[config.mk]
export PLATFORM = sky130hd
export DESIGN_NAME = pcie_trans_vcq
export DESIGN_NICKNAME = d
export VERILOG_FILES = /design/src/rtl/pcie_trans_vcq.sv
export SDC_FILE = /design/constraint.sdc
export NUM_CORES = 1
export LEC_CHECK = 0
export BUFFER_PORTS_ARGS = -buffer_cell sky130_fd_sc_hd__clkbuf_2
export CAP_MARGIN = 20
export CORE_ASPECT_RATIO = 1.5
export CORE_MARGIN = 10
export CORE_UTILIZATION = 37
export DETAILED_ROUTE_END_ITERATION = 7
export GPL_TIMING_DRIVEN = 0
export HOLD_SLACK_MARGIN = 0.02
export PLACE_DENSITY = 0.58
export SKIP_LAST_GASP = 1
export SLEW_MARGIN = 20
export SYNTH_ARGS = -nofsm -noshare
export SYNTH_HDL_FRONTEND = slang
export SYNTH_SLANG_ARGS = --single-unit
[constraint.sdc]
create_clock -name clk -period 9.64 [get_ports clk]
set_input_delay 0.482 -clock clk [delete_from_list [all_inputs] [get_ports clk]]
set_output_delay 0.482 -clock clk [all_outputs]
set_load 0.02 [all_outputs]
[src/rtl/pcie_trans_vcq.sv]
// pcie_trans_vcq: NUM_VC virtual-channel queues with strict/round-robin arbitration onto a registered, destination-tagged output.
module pcie_trans_vcq #(
  parameter int BITNUMBER = 6,
  parameter int NUM_VC = 4,
  parameter int NUM_D = 2,
  parameter int DEPTH = 8,
  parameter int MODE = 0,
  localparam int VCW = $clog2(NUM_VC),
  localparam int DW = $clog2(NUM_D),
  localparam int CW = $clog2(DEPTH) + 1
) (
  input  logic                 clk,
  input  logic                 reset,
  input  logic                 init,
  input  logic [CW-1:0]        umbral_in,
  input  logic [BITNUMBER-1:0] data_in,
  input  logic                 push,
  input  logic [NUM_D-1:0]     dest_pause,
  output logic [BITNUMBER-1:0] data_out,
  output logic                 valid_out,
  output logic [DW-1:0]        dest_out,
  output logic [VCW-1:0]       vc_out,
  output logic [NUM_VC-1:0]    pause_out,
  output logic [NUM_VC-1:0]    vc_empty,
  output logic                 error_out,
  output logic [3:0]           state
);
  localparam int AW = $clog2(DEPTH);
  typedef enum logic [3:0] {INIT = 4'b0001, IDLE = 4'b0010, ACTIVE = 4'b0100, ERROR = 4'b1000} st_t;
  st_t st;
  logic [BITNUMBER-1:0] mem [NUM_VC][DEPTH];
  logic [BITNUMBER-1:0] head [NUM_VC];
  logic [AW-1:0] rd_ptr [NUM_VC];
  logic [AW-1:0] wr_ptr [NUM_VC];
  logic [CW-1:0] cnt [NUM_VC];
  logic [CW-1:0] umbral_reg;
  logic [VCW-1:0] rr_ptr, gnt, idx, push_vc;
  logic [NUM_VC-1:0] elig, wr_en, pop;
  logic gnt_v, any, ovf, push_ok;
  assign push_vc = data_in[BITNUMBER-1 -: VCW];
  assign state = st;
  always_comb begin
    any = 1'b0;
    for (int v = 0; v < NUM_VC; v++) begin
      head[v] = mem[v][rd_ptr[v]];
      elig[v] = cnt[v] != '0 && !dest_pause[head[v][BITNUMBER-VCW-1 -: DW]] && st != INIT;
      vc_empty[v] = cnt[v] == '0;
      pause_out[v] = umbral_reg == '0 ? cnt[v] == CW'(DEPTH) : cnt[v] >= umbral_reg;
      any = any | (cnt[v] != '0);
    end
  end
  // round-robin search starts just after the last granted VC
  always_comb begin
    gnt_v = 1'b0;
    gnt = '0;
    idx = '0;
    for (int i = 0; i < NUM_VC; i++) begin
      idx = MODE == 1 ? rr_ptr + VCW'(i + 1) : VCW'(i);
      if (!gnt_v && elig[idx]) begin
        gnt_v = 1'b1;
        gnt = idx;
      end
    end
  end
  // a full VC still accepts a word when it is popped on the same edge
  assign pop = gnt_v ? NUM_VC'(1) << gnt : '0;
  assign push_ok = push && (cnt[push_vc] != CW'(DEPTH) || pop[push_vc]);
  assign ovf = push && !push_ok;
  assign wr_en = push_ok ? NUM_VC'(1) << push_vc : '0;
  always_ff @(posedge clk)
    if (push_ok) mem[push_vc][wr_ptr[push_vc]] <= data_in;
  always_ff @(posedge clk or negedge reset)
    if (!reset) begin
      st <= INIT;
      umbral_reg <= CW'(DEPTH - 1);
      rr_ptr <= VCW'(NUM_VC - 1);
      data_out <= '0;
      valid_out <= 1'b0;
      dest_out <= '0;
      vc_out <= '0;
      error_out <= 1'b0;
      for (int v = 0; v < NUM_VC; v++) begin
        cnt[v] <= '0;
        rd_ptr[v] <= '0;
        wr_ptr[v] <= '0;
      end
    end else begin
      for (int v = 0; v < NUM_VC; v++) begin
        cnt[v] <= cnt[v] + CW'(wr_en[v]) - CW'(pop[v]);
        if (wr_en[v]) wr_ptr[v] <= wr_ptr[v] + AW'(1);
        if (pop[v]) rd_ptr[v] <= rd_ptr[v] + AW'(1);
      end
      valid_out <= gnt_v;
      if (gnt_v) begin
        data_out <= head[gnt];
        dest_out <= head[gnt][BITNUMBER-VCW-1 -: DW];
        vc_out <= gnt;
        rr_ptr <= gnt;
      end
      if (st == INIT) umbral_reg <= umbral_in;
      if (ovf) error_out <= 1'b1;
      st <= ovf ? ERROR :
            st == INIT ? (init ? INIT : IDLE) :
            st == IDLE ? (init ? INIT : (any || push) ? ACTIVE : IDLE) :
            st == ACTIVE ? ((any || push) ? ACTIVE : IDLE) : ERROR;
    end
endmodule

==> key figures, run 1 <==
Die
  – I/O pin total: 39
  – Starting Density: 37.40%
  – Die W: 162.5 um
  – Die area: 0.03801 mm^2
  – FP Rows: 78
  – Core Area: 0.03016 mm^2
  – Die height: 233.8 um

Route
  – Highest routed layer: met5
  – DRC: 0
  – DR WL met2: 12390 um
  – Metal-1 WL: 9824 um
  – Final ANT Viol Nets: 0
  – WL/cell: 20.11 um
  – Met3 Wirelength: 1101 um
  – Routed WL: 24250 um
  – DR vias/cell: 5.069
  – Drt initial violations: 332
  – Vias: 6113
  – DR pass1 iterations: 4

Logic synthesis
  – Syn_nets: 792
  – Top FF cell, synth: edfxtp_1
  – Post-synth EDFFs: 192
  – Cells after Synth: 724
  – Yosys warning count: 0
  – Avg Cell Area, Syn: 15.58 um^2
  – Seq cells post-synth: 250
  – Distinct cells, synth: 57
  – Mapped cell area: 0.01128 mm^2
  – Post-synth ARST share: 23.20%
  – Sequential-to-total area share from yosys stat: 64.04%

Timing
  – Post-route minimum period: 3.993 ns
  – Final Hold Fails: 0
  – RSZ-0062 raised after global routing: no
  – Layout Skew: 0.01440 ns
  – Worst-Margin Slew: 0.9097 ns
  – Final worst path period share: 41.42%
  – Final total negative setup slack: 0 ns
  – Max Freq: 250.4 MHz
  – Max Slew Vio Count: 0
  – Final setup vio count: 0
  – Relative slew slack: 39.20%

Hold path
  – Hold path cells: 3
  – Hold path startpoint: umbral_in[2]
  – Hold worst-path end: umbral_reg[2]
  – Hold Path Class: input port to flip-flop

Pwr
  – Sw frac: 33.67%
  – Clk network pwr share: 25.2%
  – Power Density: 286.2 mW/mm^2
  – Sequential share of power: 39.3%
  – Leakage: 4.735 nW
  – Psw: 0.001229 W
  – Combinational share of power: 35.5%
  – VDD IR max: 0.1699 mV
  – Cell-internal power: 0.002421 W

Setup path
  – CP Launch Type: flip-flop
  – Worst r2r src: state[1]
  – Crit end category: flip-flop
  – WP data required: 10.05 ns
  – WP data arrival: 4.40 ns
  – Slack of the worst reg-to-reg path: 5.65 ns
  – Worst r2r dst: cnt[6]
  – Worst Path Max Fanout: 9
  – R2R depth: 13
  – Critical path class: flip-flop to flip-flop

Placed design
  – Number of port buffers: 36
  – Half-perimeter wire length after placement: 17020 um
  – Placed cell area: 0.01199 mm^2
  – GPL Wtd Cong: 0.7952

Outcome
  – Run status: finished clean

Clock network
  – Clock slew at reported path FFs: 0.07 ns
  – Root Driver: clkbuf_16
  – CTS buffer count: 24
  – TritonCTS clock tree: built
  – Postcts setup bufs: 0
  – Clock tree sinks: 250
  – Clk buf depth: 3
  – H-tree depth: 1
  – CTS resizes: 0
  – Clock latency on the worst-skew pair: 0.52 ns

GRT
  – Vias in the first global route: 6471
  – Largest net degree at the start of global routing: 37
  – Initial antenna violation count: 2
  – Overflow after GRT: 0
  – Total GRT Usage: 12.85%
  – Global-route wire length before repair: 37700 um

Finish
  – Max reg flops: 192
  – Area Overhead vs Synth: 13.10%
  – Layout Nets: 856
  – Design area: 0.01275 mm^2
  – Most frequent cells in the layout: 192 x edfxtp_1, 62 x nand2_1, 54 x dfrtp_1, 50 x mux4_2, 49 x nor2_1
  – Share of layout cells above drive strength 1: 19.85%
  – Filler cell count: 2737
  – Most common cell after layout, fill and taps aside: edfxtp_1
  – Diodes inserted: 0

Flow run
  – Max Cap Viol: 0
==> cells in the mapped netlist (4+ instances only) <==
cell      number  area (um^2)
mux2_2        18        202.7
nor2_1        49        183.9
o21ai_1        8        40.04
o21ai_0       10        50.05
a21oi_1       14        70.07
nand4_1        5        31.28
dfrtp_1       54         1351
fa_1           4        80.08
mux4_2        50         1126
a21o_1        13        97.59
nor2b_1        4        25.02
nor4_1         4        25.02
buf_1          9        33.78
inv_1         40        150.1
nand2_1       62        232.7
nand2b_1       4        25.02
nor3_1         9        45.04
dfstp_2        4        105.1
xor2_1        11        96.34
nor3b_1        4        30.03
ha_1          48        600.6
a211oi_1       4        30.03
and2_1         5        31.28
mux2i_1       20        200.2
clkbuf_1      13        48.80
edfxtp_1     192         5766
a32oi_1        5        43.79
xnor2_1       15        131.4
==> routing by layer <==
metal	up-vias	GRT usage (%)
met4	4	5.904
met1	3061	15.39
li1	2853	-
met3	43	2.071
met2	152	22.28
met5	-	0
==> layout make-up <==
cell class	instances	area, um^2	area share [%]
sequential	250	7222	56.62
multi-input combinational	403	3759	29.47
clock buffer	30	644.4	5.052
tap	400	500.5	3.924
timing repair buffer	38	212.7	1.668
inverter	41	156.4	1.226
buffer	30	146.4	1.148
clock inverter	14	113.9	0.8927
==> through the flow <==
step / hold slack (ns) / setup slack (ns) / power, W / cells / utilization (%)
final: 0.1604 / 5.647 / 0.003650 / 1206 / 42.30
after detailed placement: 0.4493 / 5.636 / 0.002767 / 1161 / 39.75
after CTS: 0.1349 / 5.624 / 0.003697 / 1206 / 42.30
after global placement: 0.4438 / 5.639 / 0.002746 / 1160 / 39.65
after global routing: 0.1655 / 5.340 / 0.003872 / 1206 / 42.30
after floorplan: 0.1864 / 6.074 / 0.002385 / 724 / -
==> logic make-up after synthesis <==
logic type | after synthesis | share of synthesized area [%]
DFF | 250 | 64.04
xor gates and xnor gates | 26 | 2.019
AOI/OAI and AO/OA | 73 | 4.560
adders and majority gates | 52 | 6.036
and+or+nand+nor | 160 | 6.502
muxes | 92 | 14.16
buffers and inverters | 71 | 2.685
==> worst max-delay path: stages, from the launching register on <==
cell      delay [ns]
dfrtp_1         0.37
clkbuf_1        0.21
nor4b_2         0.85
nor3_1          0.21
mux2i_4         0.32
and3_1          0.33
o311a_4         0.30
o21ai_1         0.14
ha_1            0.34
inv_1           0.07
ha_1            0.17
inv_1           0.05
fa_1            0.37
xnor2_1         0.13
==> what timing repair did <==
action | CTS | global route
setup endpoints to repair | 0 | 0
hold buffers | 1 | 0
hold endpoints to repair | 18 | 0
==> power groups by stage <==
stage | Clock [W] | Combinational (W) | Sequential, W
2_1_floorplan | 0 | 0.000944 | 0.00144
3_3_place_gp | 0 | 0.00129 | 0.00146
3_5_place_dp | 0 | 0.00131 | 0.00146
4_1_cts | 0.000941 | 0.00132 | 0.00144
5_1_grt | 0.000983 | 0.00143 | 0.00145
6_report | 0.000919 | 0.00130 | 0.00144
==> how the worst max path moves through the flow <==
stage / start / endpoint / slack (ns) / cells past startpoint
2_1_floorplan: cnt[14] / cnt[2] / 6.07 / 14
3_3_place_gp: state[1] / cnt[6] / 5.64 / 13
3_5_place_dp: state[1] / cnt[5] / 5.64 / 13
4_1_cts: state[1] / cnt[6] / 5.62 / 13
5_1_grt: state[1] / cnt[6] / 5.34 / 13
6_report: state[1] / cnt[6] / 5.65 / 13
(Power assumes the default switching activity.)
==> run 2, diff against run 1 <==
==> constraint.sdc (replaced) <==
create_clock -name clk -period 3.71 [get_ports clk]
set_input_delay 0.1855 -clock clk [delete_from_list [all_inputs] [get_ports clk]]
set_output_delay 0.1855 -clock clk [all_outputs]
set_load 0.02 [all_outputs]
==> key figures, run 2 (synthesis gave the netlist of run 1 again) <==
Timing
  – Final Hold Fails: 0 (unchanged)
  – Max Freq: 280.0 MHz (+12%)
  – Layout Skew: 0.01330 ns (-0.001106 ns)
  – Relative slew slack: 43.37% (+4.2 points)
  – Max Slew Vio Count: 0 (unchanged)
  – Final setup vio count: 0 (unchanged)
  – RSZ-0062 raised after global routing: yes
  – Final total negative setup slack: 0 ns (unchanged)
  – Final worst path period share: 96.25% (+55 points)
  – Post-route minimum period: 3.571 ns (-0.4220 ns)
  – Final hold slack: 0.05469 ns (-0.1057 ns)
  – Worst-Margin Slew: 0.8494 ns (-0.06026 ns)

Die
  – Die height: 233.8 um (unchanged)
  – Die W: 162.5 um (unchanged)
  – Core Area: 0.03016 mm^2 (unchanged)
  – I/O pin total: 39 (unchanged)
  – FP Rows: 78 (unchanged)
  – Die area: 0.03801 mm^2 (unchanged)
  – Starting Density: 37.40% (unchanged)

Setup path
  – WP data required: 4.12 ns (-5.93 ns)
  – CP Launch Type: flip-flop
  – R2R depth: 13 (unchanged)
  – Worst r2r src: rd_ptr[0]
  – CP max-delay cell: mux4_2
  – WP data arrival: 3.98 ns (-0.42 ns)
  – Slack of the worst reg-to-reg path: 0.14 ns (-5.51 ns)
  – Worst path max stage delay: 0.56 ns (-0.29 ns)
  – Crit-path cells: buf_2, mux2_2, mux4_2, or4_1, o22ai_2, and2_1, clkbuf_2, ha_1, inv_1, ha_1, inv_1, fa_1, xnor2_1
  – Critical path class: flip-flop to flip-flop
  – Worst r2r dst: cnt[2]
  – Worst Path Max Fanout: 6 (-3)
  – Crit end category: flip-flop

Pwr
  – Pwr Total: 0.009567 W (+160%)
  – VDD IR max: 0.4450 mV (+160%)
  – Leakage: 4.786 nW (+1.1%)
  – Power Density: 741.8 mW/mm^2 (+160%)

Placed design
  – Half-perimeter wire length after placement: 17020 um (unchanged)
  – Number of port buffers: 36 (unchanged)
  – GPL Wtd Cong: 0.7952 (unchanged)

Clock network
  – Clock slew at reported path FFs: 0.06 ns (about the same)
  – CTS buffer count: 24 (unchanged)
  – Root Driver: clkbuf_16
  – Clock tree sinks: 250 (unchanged)
  – Clock latency on the worst-skew pair: 0.52 ns (about the same)
  – Clk buf depth: 3 (unchanged)
  – TritonCTS clock tree: built
  – H-tree depth: 1 (unchanged)

GRT
  – Total GRT Usage: 12.91% (+0.056 points)
  – Vias in the first global route: 6512 (+0.63%)
  – Largest net degree at the start of global routing: 37 (unchanged)
  – Initial antenna violation count: 2 (unchanged)
  – Overflow after GRT: 0 (unchanged)
  – Global-route wire length before repair: 37860 um (+0.42%)

Finish
  – Most common cell after layout, fill and taps aside: edfxtp_1
  – Area Overhead vs Synth: 14.36%
  – Most frequent cells in the layout: 192 x edfxtp_1, 62 x nand2_1, 50 x mux4_2, 50 x dfrtp_1
  – Core Util, Final: 42.76% (+0.47 points)
  – Max reg flops: 192 (unchanged)
  – Diodes inserted: 0 (unchanged)
  – Filler cell count: 2728 (-0.33%)
  – Layout Nets: 863 (+0.82%)
  – Share of layout cells above drive strength 1: 22.26% (+2.4 points)

Route
  – WL/cell: 20.19 um (+0.41%)
  – Routed WL: 24490 um (+0.99%)
  – Final ANT Viol Nets: 0 (unchanged)
  – DRC: 0 (unchanged)
  – Vias: 6173 (+0.98%)
  – DR vias/cell: 5.089 (+0.40%)
  – Drt initial violations: 350 (+5.4%)
  – DR pass1 iterations: 5 (+1)

Hold path
  – Hold Path Class: input port to flip-flop
  – Hold path startpoint: dest_pause[0]
  – Hold path cells: 3 (unchanged)
  – Hold worst-path end: data_out[3]

Flow run
  – Max Cap Viol: 0 (unchanged)

Outcome
  – Run status: finished clean
run 2: layout make-up:
type,count,area [um^2],area share [%]
clock buffers,30,644.4,4.997
plain buffers,26,131.4,1.019
repair buffers,49,307.8,2.387
well taps,400,500.5,3.881
flip-flops and latches,250,7227,56.04
multi-input cells,403,3815,29.58
clock inverters,14,113.9,0.8829
inverters,41,156.4,1.213
run 2: power by group:
group	total, W	switching [W]	internal [W]
Sequential	0.00376	0.000346	0.00342
Clock	0.00239	0.00102	0.00137
Combinational	0.00342	0.00186	0.00156
run 2: what timing repair did:
item                                    CTS  global route
resized for setup                         7             9
hold buffers                              6             0
endpoints found under the setup margin  189           183
pin swaps                                 1             0
hold endpoints to repair                 63             0
setup buffers                             2             4
run 2: worst max path at each step:
stage             end       from  slack [ns]
5_1_grt        cnt[3]  rd_ptr[0]       -0.05
3_3_place_gp   cnt[6]   state[1]       -0.29
4_1_cts        cnt[6]  rd_ptr[9]        0.02
3_5_place_dp   cnt[5]   state[1]       -0.29
2_1_floorplan  cnt[2]    cnt[14]        0.14
6_report       cnt[2]  rd_ptr[0]        0.14
run 2: metrics by stage:
step | std cells | area [um^2] | worst slack (ns)
final | 1213 | 12900 | 0.1390
after global routing | 1213 | 12900 | -0.04600
after CTS | 1212 | 12840 | 0.01654
after detailed placement | 1161 | 11990 | -0.2936
after global placement | 1160 | 11960 | -0.2907
after floorplan | 724 | 11280 | 0.1439
run 2: per-layer routing:
metal / routed length (um) / GRT usage [%] / share of wire, %
met2: 12580 / 22.38 / 51
met1: 9892 / 15.38 / 40
met4: 946 / 6.045 / 3.9
met5: 27 / 0 / 0.11
met3: 1043 / 2.124 / 4.3
run 2: critical path, delay by kind of cell, from the launching register on:
| kind | cells | cell delay [ns] |
|---|---|---|
| AOI/OAI and AO/OA | 1 | 0.19 |
| xor gates and xnor gates | 1 | 0.13 |
| adders and majority gates | 3 | 0.79 |
| buffers and inverters | 4 | 0.49 |
| DFF | 1 | 0.34 |
| muxes | 2 | 0.91 |
| and+or+nand+nor | 2 | 0.60 |
